## src/rtl/hex_word_parser_pkg.sv

```systemverilog
// Shared ASCII constants and parser state encoding for hex_word_parser.
package hex_word_parser_pkg;

    localparam int unsigned CHAR_W = 7;

    localparam logic [CHAR_W-1:0] ASCII_0       = 7'h30;
    localparam logic [CHAR_W-1:0] ASCII_9       = 7'h39;
    localparam logic [CHAR_W-1:0] ASCII_UPPER_A = 7'h41;
    localparam logic [CHAR_W-1:0] ASCII_UPPER_F = 7'h46;
    localparam logic [CHAR_W-1:0] ASCII_LOWER_A = 7'h61;
    localparam logic [CHAR_W-1:0] ASCII_LOWER_F = 7'h66;
    localparam logic [CHAR_W-1:0] ASCII_SPACE   = 7'h20;
    localparam logic [CHAR_W-1:0] ASCII_CR      = 7'h0D;
    localparam logic [CHAR_W-1:0] ASCII_LF      = 7'h0A;

    typedef enum logic [1:0] {
        ST_IDLE    = 2'd0,
        ST_ACCUM   = 2'd1,
        ST_DISCARD = 2'd2,
        ST_OUTPUT  = 2'd3
    } state_e;

endpackage

```

## src/rtl/hex_digit_decode.sv

```systemverilog
// Combinational ASCII classifier: hex digit -> nibble, plus terminator detect.
// Lowercase a-f accepted only when HEX_WORD_PARSER_LOWERCASE_EN is defined.
module hex_digit_decode
    import hex_word_parser_pkg::*;
(
    input  logic [CHAR_W-1:0] ch,
    output logic [3:0]        nibble,
    output logic              is_digit,
    output logic              is_terminator
);

    always_comb begin
        nibble        = 4'd0;
        is_digit      = 1'b0;
        is_terminator = 1'b0;
        if (ch >= ASCII_0 && ch <= ASCII_9) begin
            nibble   = 4'(ch - ASCII_0);
            is_digit = 1'b1;
        end else if (ch >= ASCII_UPPER_A && ch <= ASCII_UPPER_F) begin
            nibble   = 4'(ch - ASCII_UPPER_A + 7'd10);
            is_digit = 1'b1;
`ifdef HEX_WORD_PARSER_LOWERCASE_EN
        end else if (ch >= ASCII_LOWER_A && ch <= ASCII_LOWER_F) begin
            nibble   = 4'(ch - ASCII_LOWER_A + 7'd10);
            is_digit = 1'b1;
`endif
        end else if (ch == ASCII_SPACE || ch == ASCII_CR || ch == ASCII_LF) begin
            is_terminator = 1'b1;
        end
    end

endmodule

```

## src/rtl/hex_word_parser.sv

```systemverilog
// ASCII hex character stream -> binary word parser with malformed-input error pulse.
// Optional lowercase digits via HEX_WORD_PARSER_LOWERCASE_EN (see hex_digit_decode).
module hex_word_parser
    import hex_word_parser_pkg::*;
#(
    parameter  int unsigned DIGITS = 8,
    localparam int unsigned WORD_W = 4 * DIGITS,
    localparam int unsigned CNT_W  = $clog2(DIGITS + 1)
) (
    input  logic              clock,
    input  logic              reset,
    input  logic              char_valid,
    input  logic [CHAR_W-1:0] char_data,
    output logic              char_ready,
    output logic              word_valid,
    output logic [WORD_W-1:0] word_data,
    output logic [CNT_W-1:0]  word_digits,
    input  logic              word_ready,
    output logic              error
);

    state_e             state_q, state_d;
    logic [WORD_W-1:0]  acc_q, acc_d;
    logic [CNT_W-1:0]   count_q, count_d;
    logic [WORD_W-1:0]  word_data_q, word_data_d;
    logic [CNT_W-1:0]   word_digits_q, word_digits_d;
    logic               word_valid_q, word_valid_d;
    logic               error_q, error_d;

    logic [3:0]         nibble;
    logic               is_digit;
    logic               is_term;
    logic               char_fire;
    logic               acc_full;

    hex_digit_decode u_decode (
        .ch            (char_data),
        .nibble        (nibble),
        .is_digit      (is_digit),
        .is_terminator (is_term)
    );

    assign char_ready = (state_q != ST_OUTPUT);
    assign char_fire  = char_valid && char_ready;
    assign acc_full   = (count_q == CNT_W'(DIGITS));

    always_ff @(posedge clock or posedge reset) begin
        if (reset) begin
            state_q       <= ST_IDLE;
            acc_q         <= '0;
            count_q       <= '0;
            word_data_q   <= '0;
            word_digits_q <= '0;
            word_valid_q  <= 1'b0;
            error_q       <= 1'b0;
        end else begin
            state_q       <= state_d;
            acc_q         <= acc_d;
            count_q       <= count_d;
            word_data_q   <= word_data_d;
            word_digits_q <= word_digits_d;
            word_valid_q  <= word_valid_d;
            error_q       <= error_d;
        end
    end

    always_comb begin
        state_d = state_q;
        case (state_q)
            ST_IDLE: begin
                if (char_fire) begin
                    if (is_digit)     state_d = ST_ACCUM;
                    else if (!is_term) state_d = ST_DISCARD;
                end
            end
            ST_ACCUM: begin
                if (char_fire) begin
                    if (is_digit) begin
                        if (acc_full) state_d = ST_DISCARD;
                    end else if (is_term) begin
                        state_d = ST_OUTPUT;
                    end else begin
                        state_d = ST_DISCARD;
                    end
                end
            end
            ST_DISCARD: begin
                if (char_fire && is_term) state_d = ST_IDLE;
            end
            ST_OUTPUT: begin
                if (word_ready) state_d = ST_IDLE;
            end
            default: state_d = ST_IDLE;
        endcase
    end

    // Datapath and registered outputs; error defaults low so it pulses for one cycle.
    always_comb begin
        acc_d         = acc_q;
        count_d       = count_q;
        word_data_d   = word_data_q;
        word_digits_d = word_digits_q;
        word_valid_d  = word_valid_q;
        error_d       = 1'b0;
        case (state_q)
            ST_IDLE: begin
                if (char_fire) begin
                    if (is_digit) begin
                        acc_d   = WORD_W'(nibble);
                        count_d = CNT_W'(1);
                    end else if (!is_term) begin
                        error_d = 1'b1;
                    end
                end
            end
            ST_ACCUM: begin
                if (char_fire) begin
                    if (is_digit) begin
                        if (acc_full) begin
                            error_d = 1'b1;
                        end else begin
                            acc_d   = WORD_W'({acc_q, nibble});
                            count_d = count_q + CNT_W'(1);
                        end
                    end else if (is_term) begin
                        word_data_d   = acc_q;
                        word_digits_d = count_q;
                        word_valid_d  = 1'b1;
                    end else begin
                        error_d = 1'b1;
                    end
                end
            end
            ST_DISCARD: begin
                if (char_fire && is_term) begin
                    acc_d   = '0;
                    count_d = '0;
                end
            end
            ST_OUTPUT: begin
                if (word_ready) begin
                    word_valid_d = 1'b0;
                    acc_d        = '0;
                    count_d      = '0;
                end
            end
            default: begin
                acc_d   = '0;
                count_d = '0;
            end
        endcase
    end

    assign word_valid  = word_valid_q;
    assign word_data   = word_data_q;
    assign word_digits = word_digits_q;
    assign error       = error_q;

endmodule

```

## config.mk

```make
export PLATFORM = sky130hd
export DESIGN_NAME = hex_word_parser
export DESIGN_NICKNAME = d
export VERILOG_FILES = /design/src/rtl/hex_word_parser_pkg.sv /design/src/rtl/hex_digit_decode.sv /design/src/rtl/hex_word_parser.sv
export SDC_FILE = /design/constraint.sdc
export NUM_CORES = 1
export LEC_CHECK = 0
export CORE_MARGIN = 3
export CORE_UTILIZATION = 57
export DETAILED_ROUTE_END_ITERATION = 12
export DONT_BUFFER_PORTS = 1
export PLACE_DENSITY = 0.75
export SLEW_MARGIN = 20
export SYNTH_ARGS = -nofsm -noshare
export SYNTH_HDL_FRONTEND = slang
export SYNTH_SLANG_ARGS = --single-unit
export TNS_END_PERCENT = 30
```

## constraint.sdc

```tcl
create_clock -name clock -period 2.55 [get_ports clock]
set_clock_uncertainty 0.1 [all_clocks]
set_input_delay 0.6375 -clock clock [delete_from_list [all_inputs] [get_ports clock]]
set_output_delay 0.6375 -clock clock [all_outputs]
set_load 0.01 [all_outputs]
```

==> summary.txt <==
Outcome
  – Status: completed

Yosys
  – Ys async rst share: 100.0%
  – Mapped cell area: 3488 um^2
  – Avg Cell Area, Syn: 11.91 um^2
  – Main flop type after synthesis: dfrtp_1
  – Post-synth EDFFs: 0
  – Seq/Total Area, Yosys: 54.52%
  – Synth Instances: 293
  – #FFs+latches synth: 76
  – Mapped Nets: 310
  – Synth cell types: 41
  – Yosys Warn Count: 0

Pwr
  – Switching share of power: 26.81%
  – Total chip power: 2.850 mW
  – Sequential share of power: 54.7%
  – Static leakage: 1.803 nW
  – PwrDens: 750.6 nW/um^2
  – Int Power: 2.086 mW
  – Sw power: 0.7641 mW
  – Maximum VDD drop: 0.4912 mV
  – Combinational share of power: 10.2%
  – Clk pwr share: 35.1%

Detailed routing
  – DRC violations left: 0
  – Initial DRC Count: 79
  – Vias per cell: 5.519
  – Routed vias: 2075
  – TritonRoute pass-1 iters: 4
  – Routed Antenna Nets: 0
  – Routed WL: 5955 um
  – Avg WL per Cell: 15.84 um

GRT
  – Vias in the first global route: 2058
  – Gr usage total: 18.03%
  – Antenna violations before repair: 0
  – Global-route wire length before repair: 10240 um
  – Total congestion overflow: 0
  – Largest net degree at the start of global routing: 72

Layout
  – Most common cell after layout, fill and taps aside: dfrtp_1
  – Layout Nets: 316
  – Filler Cells Inserted: 432
  – Area Growth Syn to Fin: 8.859%
  – Commonest cells after routing, fill and taps aside: dfrtp_1 (76), inv_1 (38), nand2_1 (38)
  – Diode count: 0
  – Share of post-route cells with drive strength above 1: 13.16%
  – Non-Filler Instances: 376

STA
  – TNS Setup: 0 ns
  – RSZ-0062 raised after global routing: false
  – Period utilization: 84.20%
  – Slew HR: 66.28%
  – Worst Max-Slew Pin Slew: 0.5057 ns
  – Final setup violation count: 0
  – Period minus WS final: 2.147 ns
  – Setup ws final: 0.4028 ns
  – Final Slew Violations: 0
  – Fmax: 465.7 MHz
  – Endpoints failing hold: 0

Place
  – Port Buf Inserts: 0
  – GPL Wtd Cong: 0.8345
  – Placement Setup Slack: 0.09250 ns
  – Placed Cells: 359
  – Dpl hpwl: 3924 um

Setup path
  – R2R setup slack: 0.40 ns
  – R2R Path End: count_q[3]
  – Worst Setup SP: count_q[0]
  – CP required: 2.67 ns
  – CP Max Fanout: 6
  – Worst R2R Path Depth: 7
  – Setup CP Type: reg -> reg
  – Setup crit end: count_q[3]
  – CP Data Arrival Time: 2.27 ns
  – Crit end category: flop
  – Worst reg2reg startpoint: count_q[0]
  – Worst setup SP type: flop

Die
  – I/O pins: 50
  – Die area: 7095 um^2
  – Die Y: 84.23 um
  – Die Wd: 84.23 um
  – Initial Utilization: 61.10%
  – Core footprint: 5709 um^2
  – Row count: 27

Clock network
  – Number of clock sinks: 76
  – Clock Path Buffers: 2
  – Clock Tree Root: clkbuf_8
  – Max H-tree Level: 3
  – Worst skew pair latency: 0.35 ns
  – Clock slew seen by the registers of the worst setup and hold paths: 0.08 ns
  – CTS Buf Count: 9
  – TritonCTS clock tree: yes

Job
  – Number of max-cap violations: 0

Hold path
  – Worst hold path type: in -> reg
[through the flow]
stage / area (um^2) / utilization, % / hold slack (ns)
2_1_floorplan: 3492 / - / 0.3581
3_3_place_gp: 3572 / 62.57 / 0.3218
3_5_place_dp: 3572 / 62.57 / 0.3257
4_1_cts: 3797 / 66.51 / 0.3407
5_1_grt: 3797 / 66.51 / 0.3459
6_report: 3797 / 66.51 / 0.3523
[repair_timing]
| item | CTS | global route |
|---|---|---|
| setup buffers | 0 | 0 |
| endpoints found under the hold margin | 5 | 0 |
| hold buffers | 1 | 0 |
| gates resized for setup | 0 | 0 |
[Yosys cell counts, types with 3 or more instances]
| master | number | area share, % |
|---|---|---|
| dfrtp_1 | 76 | 55 |
| inv_1 | 39 | 4.2 |
| nand2_1 | 38 | 4.1 |
| mux2_1 | 30 | 9.7 |
| mux2i_1 | 29 | 8.3 |
| a21oi_1 | 7 | 1.0 |
| buf_6 | 6 | 1.9 |
| ha_1 | 6 | 2.2 |
| mux2_2 | 6 | 1.9 |
| nand3_1 | 5 | 0.72 |
| o22ai_1 | 5 | 0.90 |
| clkbuf_1 | 3 | 0.32 |
| nand2b_1 | 3 | 0.54 |
| nor2_1 | 3 | 0.32 |
| nor2b_1 | 3 | 0.54 |
[state kept, by name (all words and copies together), names as in the netlist]
signal / flops
error: 1
state_q: 2
count_q: 4
word_valid: 1
word_digits: 4
acc_q: 32
word_data: 32
[routing by layer]
metal  global-route usage, %  share of wire (%)  wire length, um
met1                   24.69                 47             2775
met2                   26.83                 46             2743
met5                       0                  0                0
met3                   5.496                5.6              335
met4                   7.456                1.7              100
[final cells by class]
cell class,count,area [um^2],share of cell area (%)
multi-input combinational,166,1348,35.49
clock buffer,10,127.6,3.361
inverter,39,150.1,3.954
timing repair buffer,7,92.59,2.438
tap,72,90.09,2.372
clock inverter,6,87.58,2.306
sequential,76,1902,50.08
[power by group through the flow]
stage / Clock [mW] / Sequential [mW] / Combinational [mW]
6_report: 1.00 / 1.56 / 0.290
3_3_place_gp: 0 / 1.58 / 0.274
3_5_place_dp: 0 / 1.58 / 0.291
4_1_cts: 1.02 / 1.56 / 0.297
5_1_grt: 1.08 / 1.59 / 0.344
2_1_floorplan: 0 / 1.52 / 0.242
[cell families (layout without fill, tap and decap cells)]
kind of cell | Yosys count | count (layout) | share of synthesized area [%]
DFF | 76 | 76 | 54.52
muxes | 66 | 66 | 20.37
and+or+nand+nor | 66 | 66 | 9.649
buffers and inverters | 51 | 62 | 6.958
AOI/OAI and AO/OA | 27 | 27 | 6.097
adders and majority gates | 6 | 6 | 2.152
xor gates and xnor gates | 1 | 1 | 0.2511
[critical path: stages (launching register included)]
cell and delay (ns):
dfrtp_1 0.44, inv_1 0.08, ha_1 0.15, nand4b_1 0.20, o22ai_1 0.30, a31oi_4 0.08, and3_1 0.18, or4_1 0.49
[how the worst min path moves through the flow]
stage / start / end / cells after the start
2_1_floorplan: acc_q[31] / word_data[31] / 1
3_3_place_gp: reset / word_data[9] / 1
3_5_place_dp: reset / word_data[8] / 1
4_1_cts: char_data[3] / acc_q[3] / 2
5_1_grt: char_data[3] / acc_q[3] / 2
6_report: char_data[3] / acc_q[3] / 2
Power figures use the tool's default switching activity.
